===== src/rtl/qspi_fill_arbiter_if.sv =====
// Bus bundle between the two line-fill requesters, the fill arbiter and the quad-I/O flash reader.
// The slave view belongs to the arbiter; the master view belongs to the requesters and flash reader side.
interface qspi_fill_arbiter_if #(
  parameter int unsigned LINE_SIZE = 128
);
  localparam int unsigned AW = 24;

  logic                 req0;
  logic                 req1;
  logic [AW-1:0]        addr0;
  logic [AW-1:0]        addr1;
  logic                 ack0;
  logic                 ack1;
  logic                 err0;
  logic                 err1;
  logic [LINE_SIZE-1:0] line;
  logic                 busy;
  logic                 fr_rd;
  logic [AW-1:0]        fr_addr;
  logic                 fr_done;
  logic [LINE_SIZE-1:0] fr_line;

  modport slave (
    input  req0, req1, addr0, addr1, fr_done, fr_line,
    output ack0, ack1, err0, err1, line, busy, fr_rd, fr_addr
  );

  modport master (
    output req0, req1, addr0, addr1, fr_done, fr_line,
    input  ack0, ack1, err0, err1, line, busy, fr_rd, fr_addr
  );
endinterface


===== src/rtl/qspi_fill_arbiter.sv =====
// Serialises cache line fills from two requesters onto one flash reader, with round-robin
// tie-breaking, a per-fill timeout and a minimum idle gap between flash transactions.
module qspi_fill_arbiter #(
  parameter int unsigned LINE_SIZE = 128,
  parameter int unsigned TIMEOUT   = 255,
  parameter int unsigned GAP       = 2
) (
  input  logic                HCLK,
  input  logic                HRESETn,
  qspi_fill_arbiter_if.slave  bus
);
  localparam int unsigned AW = 24;
  localparam int unsigned TW = 8;
  localparam int unsigned GW = 4;

  localparam logic [TW-1:0] TIMER_LOAD = TW'(TIMEOUT);
  localparam logic [GW-1:0] GAP_LOAD   = (GAP > 0) ? GW'(GAP - 1) : GW'(0);
  localparam logic [AW-1:0] LINE_MASK  = ~AW'(15);

  typedef enum logic [2:0] {
    S_IDLE,
    S_ISSUE,
    S_WAIT,
    S_RESP,
    S_GAP
  } state_t;

  state_t        state;
  logic          owner;
  logic          last_grant;
  logic [TW-1:0] timer;
  logic [GW-1:0] gap_cnt;

  logic          grant_c;
  logic          pick1_c;
  logic [AW-1:0] pick_addr_c;

  // Port 1 wins when it is the only requester, or on a tie when port 0 was served last.
  assign grant_c     = bus.req0 | bus.req1;
  assign pick1_c     = bus.req1 & (~bus.req0 | ~last_grant);
  assign pick_addr_c = pick1_c ? bus.addr1 : bus.addr0;

  always_ff @(posedge HCLK or negedge HRESETn) begin
    if (!HRESETn) begin
      state       <= S_IDLE;
      owner       <= 1'b0;
      last_grant  <= 1'b1;
      timer       <= '0;
      gap_cnt     <= '0;
      bus.ack0    <= 1'b0;
      bus.ack1    <= 1'b0;
      bus.err0    <= 1'b0;
      bus.err1    <= 1'b0;
      bus.fr_rd   <= 1'b0;
      bus.busy    <= 1'b0;
      bus.fr_addr <= '0;
      bus.line    <= '0;
    end else begin
      bus.fr_rd <= 1'b0;
      bus.ack0  <= 1'b0;
      bus.ack1  <= 1'b0;
      bus.err0  <= 1'b0;
      bus.err1  <= 1'b0;

      unique case (state)
        S_IDLE: begin
          if (grant_c) begin
            owner       <= pick1_c;
            bus.fr_addr <= pick_addr_c & LINE_MASK;
            bus.fr_rd   <= 1'b1;
            bus.busy    <= 1'b1;
            state       <= S_ISSUE;
          end
        end

        S_ISSUE: begin
          timer <= TIMER_LOAD;
          state <= S_WAIT;
        end

        // A completion in the last timer cycle still wins over the timeout.
        S_WAIT: begin
          if (bus.fr_done) begin
            bus.line <= bus.fr_line;
            bus.ack0 <= ~owner;
            bus.ack1 <= owner;
            state    <= S_RESP;
          end else if (timer == '0) begin
            bus.err0 <= ~owner;
            bus.err1 <= owner;
            state    <= S_RESP;
          end else begin
            timer <= timer - TW'(1);
          end
        end

        S_RESP: begin
          last_grant <= owner;
          if (GAP == 0) begin
            bus.busy <= 1'b0;
            state    <= S_IDLE;
          end else begin
            gap_cnt <= GAP_LOAD;
            state   <= S_GAP;
          end
        end

        S_GAP: begin
          if (gap_cnt == '0) begin
            bus.busy <= 1'b0;
            state    <= S_IDLE;
          end else begin
            gap_cnt <= gap_cnt - GW'(1);
          end
        end

        default: begin
          bus.busy <= 1'b0;
          state    <= S_IDLE;
        end
      endcase
    end
  end
endmodule


===== src/flat_wrapper.sv =====
// flat-port wrapper written by rule: the top's interface ports become plain ports
module qspi_fill_arbiter_flat 
#(
  parameter int unsigned LINE_SIZE = 128,
  parameter int unsigned TIMEOUT   = 255,
  parameter int unsigned GAP       = 2
)
  (HCLK, HRESETn, bus_req0, bus_req1, bus_addr0, bus_addr1, bus_fr_done, bus_fr_line, bus_ack0, bus_ack1, bus_err0, bus_err1, bus_line, bus_busy, bus_fr_rd, bus_fr_addr);
  qspi_fill_arbiter_if #(.LINE_SIZE(LINE_SIZE)) bus_i ();
  input  logic HCLK;
  input  logic HRESETn;
  input wire logic [$bits(bus_i.req0)-1:0] bus_req0;
  input wire logic [$bits(bus_i.req1)-1:0] bus_req1;
  input wire logic [$bits(bus_i.addr0)-1:0] bus_addr0;
  input wire logic [$bits(bus_i.addr1)-1:0] bus_addr1;
  input wire logic [$bits(bus_i.fr_done)-1:0] bus_fr_done;
  input wire logic [$bits(bus_i.fr_line)-1:0] bus_fr_line;
  output wire logic [$bits(bus_i.ack0)-1:0] bus_ack0;
  output wire logic [$bits(bus_i.ack1)-1:0] bus_ack1;
  output wire logic [$bits(bus_i.err0)-1:0] bus_err0;
  output wire logic [$bits(bus_i.err1)-1:0] bus_err1;
  output wire logic [$bits(bus_i.line)-1:0] bus_line;
  output wire logic [$bits(bus_i.busy)-1:0] bus_busy;
  output wire logic [$bits(bus_i.fr_rd)-1:0] bus_fr_rd;
  output wire logic [$bits(bus_i.fr_addr)-1:0] bus_fr_addr;
  assign bus_i.req0 = bus_req0;
  assign bus_i.req1 = bus_req1;
  assign bus_i.addr0 = bus_addr0;
  assign bus_i.addr1 = bus_addr1;
  assign bus_i.fr_done = bus_fr_done;
  assign bus_i.fr_line = bus_fr_line;
  assign bus_ack0 = bus_i.ack0;
  assign bus_ack1 = bus_i.ack1;
  assign bus_err0 = bus_i.err0;
  assign bus_err1 = bus_i.err1;
  assign bus_line = bus_i.line;
  assign bus_busy = bus_i.busy;
  assign bus_fr_rd = bus_i.fr_rd;
  assign bus_fr_addr = bus_i.fr_addr;
  qspi_fill_arbiter #(.LINE_SIZE(LINE_SIZE), .TIMEOUT(TIMEOUT), .GAP(GAP)) u_core (.HCLK(HCLK), .HRESETn(HRESETn), .bus(bus_i));
endmodule

===== config.mk =====
export PLATFORM = sky130hd
export DESIGN_NAME = qspi_fill_arbiter_flat
export DESIGN_NICKNAME = d
export VERILOG_FILES = /design/src/rtl/qspi_fill_arbiter_if.sv /design/src/rtl/qspi_fill_arbiter.sv /design/src/flat_wrapper.sv
export SDC_FILE = /design/constraint.sdc
export NUM_CORES = 1
export LEC_CHECK = 0
export CAP_MARGIN = 20
export CORE_AREA = 2 2 132 134
export DETAILED_ROUTE_END_ITERATION = 12
export DIE_AREA = 0 0 134 136
export GPL_ROUTABILITY_DRIVEN = 0
export PLACE_DENSITY = 0.92
export REMOVE_ABC_BUFFERS = 1
export SLEW_MARGIN = 25
export SYNTH_ARGS = -nofsm -noshare
export SYNTH_HDL_FRONTEND = slang
export SYNTH_SLANG_ARGS = --single-unit

===== constraint.sdc =====
create_clock -name HCLK -period 5 [get_ports HCLK]
set_input_delay 1 -clock HCLK [delete_from_list [all_inputs] [get_ports HCLK]]
set_output_delay 1 -clock HCLK [all_outputs]
set_load 0.01 [all_outputs]

Word level (Yosys, flattened, before mapping)
Cells that the tools add are included.
{"block": "op_classes", "add_sub_neg": 2, "n_eq_ne": 10, "n_mux": 26, "bitwise": 7, "reduce_logical": 12}
{"cell": "24-bit two-way mux", "n": 1}
{"cell": "8-bit two-way mux", "n": 2}
{"cell": "8-bit case mux with 2 select lines", "n": 1}
{"cell": "3-bit case mux with 5 select lines", "n": 1}
{"cell": "1-bit two-way mux", "n": 14}
{"cell": "3-bit two-way mux", "n": 4}
{"cell": "3-bit AND reduction", "n": 3}
{"cell": "8-bit zero test", "n": 1}
{"cell": "4-bit case mux with 2 select lines", "n": 1}
{"cell": "8-bit by 1-bit subtractor with 8-bit output, second input constant", "n": 1}
{"cell": "3-bit by 2-bit equality test with 1-bit output, second input constant", "n": 2}
{"cell": "2-bit inequality test, second input constant", "n": 3}
{"cell": "2-bit AND reduction", "n": 3}
{"cell": "4-bit zero test", "n": 1}
{"cell": "4-bit two-way mux", "n": 1}
{"cell": "2-bit by 1-bit inequality test with 1-bit output, second input constant", "n": 2}
{"cell": "1-bit inverter", "n": 4}
{"cell": "2-bit nonzero test", "n": 2}
{"cell": "4-bit by 1-bit subtractor with 4-bit output, second input constant", "n": 1}
{"cell": "3-bit by 1-bit equality test with 1-bit output, second input constant", "n": 1}
{"cell": "3-bit equality test, second input constant", "n": 1}
{"cell": "3-bit zero test", "n": 1}
{"cell": "3-bit by 2-bit inequality test with 1-bit output, second input constant", "n": 1}
{"cell": "1-bit case mux with 3 select lines", "n": 1}
{"cell": "3 further kinds", "n": 4}
{"block": "totals", "reg_bits": 171, "inputBits": 181, "out_inout_bits": 158, "word_cells": 70}

Longest topological paths before layout
Gate-level depths: netlist (run 1).
{"block": "logic_depth", "depth_word": 4, "depth_mapped": 7, "ltp_nobuf": 6}

Worst setup path before layout (run 1)
Ideal clock, no wire load.
{"block": "synth_timing", "path_kind": "input-to-reg", "from": "input port bus_fr_done", "to": "register u_core.timer[6]", "setup_ns": 0.069, "t_arrival_ns": 1.982, "required_time_ns": 4.931, "path_slack_ns": 2.950, "stages": 4, "cell_sequence": "nor4b_4 -> o2111ai_2 -> or3_1 -> nand3_1"}
{"block": "synth_via", "elab_chain_cells": 2}
{"item": "from (decl)", "line_no": "flat_wrapper.sv:16", "rtl": "input wire logic [$bits(bus_i.fr_done)-1:0] bus_fr_done;"}
{"item": "2-bit inequality test (no line)"}
{"item": "3-bit AND reduction (no line)"}
{"item": "to (signal assigned)", "line_no": "qspi_fill_arbiter.sv:93", "rtl": "timer <= timer - TW'(1);"}
{"item": "to (decl)", "line_no": "qspi_fill_arbiter.sv:31", "rtl": "logic [TW-1:0] timer;"}
No other way between the ends.
A chain may end at the register's enable or synchronous reset.

Worst setup path after layout (run 1)
{"block": "layout_timing", "from": "input port bus_fr_done", "to": "register u_core.bus.line[121]"}
{"block": "layout_via", "elab_chain_cells": 1}
{"item": "2-bit AND reduction (no line)"}
{"item": "to (signal assigned)", "line_no": "qspi_fill_arbiter.sv:84", "rtl": "bus.line <= bus.fr_line;"}
{"item": "to (decl)", "line_no": "qspi_fill_arbiter_if.sv:25", "rtl": "output ack0, ack1, err0, err1, line, busy, fr_rd, fr_addr"}
No other way between the ends.

==> flow_metrics.py, run 1 <==
metrics = {
    "global_routing": {
        "grt_start_max_net_pins": 98,
        "first_global_vias": 5199,
        "grt_use_total": 0.188,
        "grt_pass1_wl_um": 26700,
        "antenna_found_initial": 1,
        "gr-total-overflow": 0,
    },
    "sta": {
        "holdWs_ns": 0.479,
        "fmax_mhz": 366,
        "slew_headroom": 0.413,
        "slew_violations": 0,
        "tns_ns": 0,
        "fin_crit_sh": 0.547,
        "setup_slack_ns": 2.27,
        "rsz0062_at_grt": "no",
        "setup_violations": 0,
        "period_minus_slack_ns": 2.73,
        "hold_viol": 0,
        "worst_pin_slew_ns": 0.880,
        "fin_skew_ns": 0.0143,
    },
    "place": {
        "hpwl_um": 13000,
        "pre_cts_ws_ns": 1.81,
        "place_area_mm2": 0.0103,
        "portBuffers": 326,
    },
    "synth": {
        "yosysWarnings": 0,
        "netlist.area_leader.share": 0.622,
        "synth_ff_type": "dfrtp_1",
        "async_reset_ff_frac": 1.00,
        "ys_types": 41,
        "synth_area_leaders": "dfrtp_1, mux2_2, mux2_1",
        "synth.avg_cell_area_um2": 14.4,
        "yosysSeqAreaShare": 0.626,
        "ys_ff_latch": 171,
        "synth-edff-count": 0,
        "syn_inst": 475,
        "synth_common_cells": "dfrtp_1, mux2_2, mux2_1",
        "synth_most_common_cell": "dfrtp_1",
        "synthesis.area_mm2": 0.00683,
        "yosys.area.top_type": "dfrtp_1",
    },
    "cells_and_area": {
        "antenna_cells": 0,
        "nets": 982,
        "drive_above_1_share": 0.170,
        "final_cell_area_mm2": 0.0108,
        "syn_to_final_growth_pct": 58.7,
    },
    "cts": {
        "cts_resized": 0,
        "htree_num_levels": 4,
        "clock-sinks": 171,
        "cts_tree": "yes",
        "clkTransAtPathRegs_ns": 0.07,
        "cts-buffers-inserted": 17,
        "postCtsHoldBufs": 0,
        "cts_root_buf": "clkbuf_16",
        "post_cts_buffers": 0,
        "clock_latency_ns": 0.42,
        "clockBufferDepth": 2,
    },
    "route": {
        "wl_per_cell_um": 16.8,
        "via_count": 4947,
        "wirelength_um": 17400,
        "vias_per_cell": 4.78,
        "detail_route.first_pass.iterations": 4,
        "remaining_drc_errors": 0,
        "ant_nets": 0,
        "drt_iter0_drc": 169,
    },
    "setup_path": {
        "cp_max_fo": 36,
        "cp.arrival_ns": 3.03,
        "slowest_stage": "clkdlybuf4s50_1",
        "path_buf_inv": 2,
        "reg2reg_depth": 4,
        "end_kind": "flop",
        "reg2reg_slack_ns": 2.66,
        "cp_cell_sequence": "clkdlybuf4s50_1 -> and3_4 -> buf_4 -> mux2_2",
        "critical-path-top-delay-family": "buffers and inverters",
        "critPathMaxStageDelay_ns": 0.55,
        "reg2reg_to": "u_core.bus.line[121]",
        "crit_required_ns": 5.29,
        "r2r_start": "u_core.state[2]",
        "crit_path_start_kind": "input port",
        "worst-setup-path-type": "in2reg",
    },
    "floorplanning": {
        "core-area_mm2": 0.0169,
        "start_util": 0.405,
        "die_w_um": 134,
        "io-pin-count": 339,
        "die_h_um": 136,
        "dieArea_mm2": 0.0182,
        "std_cell_rows": 48,
    },
    "min_path": {
        "worstHoldStart": "u_core.bus.fr_addr[15]",
        "worstHoldPathCells": 2,
        "hp-class": "reg2reg",
        "hold_path_end": "u_core.bus.fr_addr[15]",
    },
    "power": {
        "power_density_mw_per_mm2": 606,
        "leakage_nw": 4.50,
        "vdd_drop_max_v": 0.000315,
    },
    "run_status": {
        "status": "finished clean",
    },
    "run": {
        "max-cap-violations": 0,
    },
}
-- cells in the final DEF (no fill, tap or decap), types with 3 or more instances in the layout --
cell / instances
clkdlybuf4s50_1: 325
dfrtp_1: 170
clkbuf_16: 17
clkinvlp_4: 4
o21ai_0: 16
mux2i_1: 21
conb_1: 4
inv_1: 9
buf_4: 3
o21ai_1: 12
nor2_1: 16
clkinv_2: 3
nor3_1: 4
mux2_2: 90
xnor2_1: 3
a21oi_1: 4
ha_1: 3
inv_6: 3
mux2_1: 40
nand2_1: 25
-- layout make-up --
cell class,instances,area (um2)
clock buffers,19,433
clock inverters,13,119
fillers,1246,6030
inverters,9,33.8
multi-input cells,268,2370
flip-flops and latches,171,4280
well taps,225,282
repair buffers,331,3330
-- per-layer routing --
layer	global-route usage	wire length, um
met1	0.212	6620
met2	0.330	8890
met3	0.0660	1480
met4	0.0703	406
met5	0	13
-- how the worst max path moves through the flow --
stage | cells past startpoint | slack, ns | to | startpoint
after floorplan | 2 | 0.34 | u_core.bus.line[0] | bus_fr_done
after global placement | 4 | 1.84 | u_core.bus.line[108] | bus_fr_done
after detailed placement | 4 | 1.81 | u_core.bus.line[2] | bus_fr_done
after CTS | 4 | 2.26 | u_core.bus.line[102] | bus_fr_done
after global routing | 4 | 2.18 | u_core.bus.line[57] | bus_fr_done
final | 4 | 2.27 | u_core.bus.line[121] | bus_fr_done
-- flip-flops by register name, indices dropped and copies added (netlist names) --
name                count
u_core.bus.line       128
u_core.owner            1
u_core.state            3
u_core.bus.err0         1
u_core.bus.fr_addr     20
u_core.bus.err1         1
u_core.gap_cnt          4
u_core.bus.ack1         1
u_core.last_grant       1
u_core.timer            8
u_core.bus.fr_rd        1
u_core.bus.ack0         1
u_core.bus.busy         1
-- metrics by stage --
step | utilization | total power, mW | instances
CTS | 0.642 | 6.66 | 1036
global placement | 0.610 | 5.27 | 1004
finish | 0.642 | 6.57 | 1036
floorplan | - | 3.70 | 448
global route | 0.642 | 6.95 | 1036
detailed placement | 0.610 | 5.39 | 1004
-- report_power, final --
| part | internal (mW) | switching [mW] | total, mW |
|---|---|---|---|
| sequential | 2.06 | 0.375 | 2.43 |
| combinational | 1.77 | 1.13 | 2.91 |
| clock | 0.689 | 0.548 | 1.24 |
| total | 4.52 | 2.06 | 6.57 |
-- kinds of logic (layout without fill, tap and decap cells) --
| family | after synthesis | count (layout) | share of synthesized area |
|---|---|---|---|
| buffers and inverters | 39 | 372 | 0.0300 |
| other | 1 | 4 | 0.000549 |
| DFF | 171 | 171 | 0.626 |
| muxes | 151 | 151 | 0.245 |
| and+or+nand+nor | 67 | 67 | 0.0513 |
| xor gates and xnor gates | 4 | 4 | 0.00513 |
| adders and majority gates | 3 | 3 | 0.00549 |
| AOI/OAI and AO/OA | 39 | 39 | 0.0363 |
-- tightest hold or removal path, stage by stage (launching register included) --
cell and delay [ns]:
dfrtp_1 0.34, nand2_1 0.05, o21ai_0 0.06
Note: power is estimated with default switching activity, not from simulation.
==> run 2, diff against run 1 <==
--- a/config.mk
+++ b/config.mk
@@ -6,11 +6,11 @@
 export NUM_CORES = 1
 export LEC_CHECK = 0
 export CAP_MARGIN = 20
-export CORE_AREA = 2 2 132 134
+export CORE_MARGIN = 2
+export CORE_UTILIZATION = 37
 export DETAILED_ROUTE_END_ITERATION = 12
-export DIE_AREA = 0 0 134 136
 export GPL_ROUTABILITY_DRIVEN = 0
-export PLACE_DENSITY = 0.92
+export PLACE_DENSITY = 0.89
 export REMOVE_ABC_BUFFERS = 1
 export SLEW_MARGIN = 25
 export SYNTH_ARGS = -nofsm -noshare
==> constraint.sdc (replaced) <==
create_clock -name HCLK -period 2.4 [get_ports HCLK]
set_input_delay 0.48 -clock HCLK [delete_from_list [all_inputs] [get_ports HCLK]]
set_output_delay 0.48 -clock HCLK [all_outputs]
set_load 0.01 [all_outputs]
==> run 2 against run 1 <==
Combinational power rose by 110%. Total power rose by 110%. Sequential share of layout area is 0.38 points lower. Clock skew increased by 0.0015 ns. Global-route usage is 0.76 points lower. Critical path depth decreased by 3. First-iteration DRC count grew 11%. Via count is 0.69% lower. Largest cell class unchanged. Largest power group unchanged.
==> flow_metrics.py, run 2 (same netlist as run 1, synthesis figures left out) <==
metrics = {
    "power": {
        "switching_share": 0.319,
        "vdd_drop_max_v": 0.000750,
        "comb_power_share": 0.442,
        "p_int_mw": 9.40,
        "clock_power_share": 0.193,
        "leakage_nw": 4.55,
        "p_seq_frac": 0.365,
        "p_sw_mw": 4.39,
        "power_density_mw_per_mm2": 1260,
    },
    "route": {
        "wl_per_cell_um": 16.8,
        "ant_nets": 0,
        "remaining_drc_errors": 0,
        "wirelength_um": 17500,
        "vias_per_cell": 4.71,
        "detail_route.first_pass.iterations": 4,
        "drt_iter0_drc": 188,
        "via_count": 4913,
    },
    "floorplanning": {
        "std_cell_rows": 49,
        "start_util": 0.379,
        "core-area_mm2": 0.0180,
        "dieArea_mm2": 0.0196,
        "die_h_um": 140,
        "die_w_um": 140,
        "io-pin-count": 339,
    },
    "cells_and_area": {
        "syn_to_final_growth_pct": 60.2,
        "multi_input_comb_area_mm2": 0.00237,
        "layout_commonest_cell": "clkdlybuf4s50_1",
        "final_cell_mix": "clkdlybuf4s50_1, dfrtp_1, mux2_2",
        "largest_reg_flops": 128,
        "drive_above_1_share": 0.176,
        "finalNonFillerCells": 1043,
        "final_cell_area_mm2": 0.0109,
        "antenna_cells": 0,
        "fin_util": 0.607,
        "seq_area_mm2": 0.00428,
        "reg.largest.list": "u_core.bus.line x128, u_core.bus.fr_addr x20, u_core.timer x8",
        "nets": 985,
        "nFillCells": 1396,
        "largest_register": "u_core.bus.line",
    },
    "sta": {
        "hold_viol": 0,
        "fmax_mhz": 538,
        "setup_violations": 0,
        "rsz0062_at_grt": "no",
        "worst_pin_slew_ns": 0.559,
        "fin_crit_sh": 0.775,
        "holdWs_ns": 0.0181,
        "period_minus_slack_ns": 1.86,
        "slew_headroom": 0.627,
        "fin_skew_ns": 0.0158,
        "tns_ns": 0,
        "slew_violations": 0,
    },
    "min_path": {
        "hp-class": "in2async",
    },
    "setup_path": {
        "path_buf_inv": 1,
        "cp_cell_sequence": "clkdlybuf4s50_1",
        "cp.arrival_ns": 1.38,
        "crit_cells": 1,
        "crit_path_start_kind": "flop",
        "critical-path-top-delay-family": "buffers and inverters",
        "critPathMaxStageDelay_ns": 0.57,
        "worst-setup-path-type": "reg2out",
        "crit_required_ns": 1.92,
        "slowest_stage": "clkdlybuf4s50_1",
        "cp_max_fo": 3,
        "reg2reg_depth": 4,
        "end_kind": "primary output",
    },
    "global_routing": {
        "grt_start_max_net_pins": 61,
        "first_global_vias": 5296,
        "grt_pass1_wl_um": 28100,
        "antenna_found_initial": 0,
        "grt_use_total": 0.181,
        "gr-total-overflow": 0,
    },
    "cts": {
        "cts_tree": "yes",
        "clock-sinks": 171,
        "post_cts_buffers": 0,
        "postCtsHoldBufs": 0,
        "clock_latency_ns": 0.42,
        "cts_resized": 0,
        "clkTransAtPathRegs_ns": 0.07,
        "htree_num_levels": 4,
        "cts_root_buf": "clkbuf_16",
        "cts-buffers-inserted": 17,
        "clockBufferDepth": 2,
    },
    "run_status": {
        "status": "finished clean",
    },
    "place": {
        "place_area_mm2": 0.0104,
        "hpwl_um": 13300,
        "placed_cells": 1011,
        "portBuffers": 326,
    },
    "run": {
        "max-cap-violations": 0,
    },
}
run 2: changes by cell type in the layout (fill, tap and decap cells not counted):
| cell | before | now |
|---|---|---|
| inv_8 | 0 | 2 |
| inv_6 | 3 | 4 |
| buf_12 | 2 | 6 |
| clkinv_2 | 3 | 1 |
| clkinvlp_4 | 4 | 1 |
| clkinv_8 | 0 | 3 |
| buf_4 | 3 | 2 |
| clkinv_4 | 2 | 4 |
| clkbuf_1 | 2 | 0 |
| bufinv_16 | 1 | 0 |
run 2: cell type report:
cell class | count | share of cell area
flip-flops and latches | 171 | 0.391
repair buffers | 334 | 0.311
multi-input cells | 268 | 0.216
clock buffers | 17 | 0.0389
well taps | 229 | 0.0262
clock inverters | 15 | 0.0141
inverters | 9 | 0.00309
run 2: worst paths after layout:
| kind | from | endpoint | slack, ns |
|---|---|---|---|
| max | u_core.bus.busy | bus_busy | 0.54 |
| min | HRESETn | u_core.bus.line[46] | 0.02 |
| max reg2reg | u_core.state[2] | u_core.bus.line[47] | 0.55 |
| min reg2reg | u_core.bus.line[49] | u_core.bus.line[49] | 0.48 |
| max in group asynchronous | HRESETn | u_core.bus.line[33] | 1.69 |
| min in group HCLK | u_core.bus.line[49] | u_core.bus.line[49] | 0.48 |
run 2: power groups by stage:
stage          Combinational (mW)  Sequential, mW  Clock (mW)
5_1_grt                      6.50            5.25        2.84
6_report                     6.09            5.04        2.66
3_3_place_gp                 6.04            5.01           0
3_5_place_dp                 6.18            5.10           0
2_1_floorplan                2.06            5.64           0
4_1_cts                      6.20            5.05        2.73
run 2: routing by layer:
layer	track usage	up-vias	share of wire
met3	0.0523	23	0.072
met1	0.209	2384	0.39
met4	0.0568	0	0.020
met5	0	-	0
li1	-	2299	-
met2	0.324	207	0.52
run 2: stage by stage:
| step | setup slack (ns) | power (mW) |
|---|---|---|
| floorplan | -1.91 | 7.70 |
| detailed placement | 0.194 | 11.3 |
| global placement | 0.235 | 11.1 |
| CTS | 0.493 | 14.0 |
| finish | 0.540 | 13.8 |
| global route | 0.396 | 14.6 |
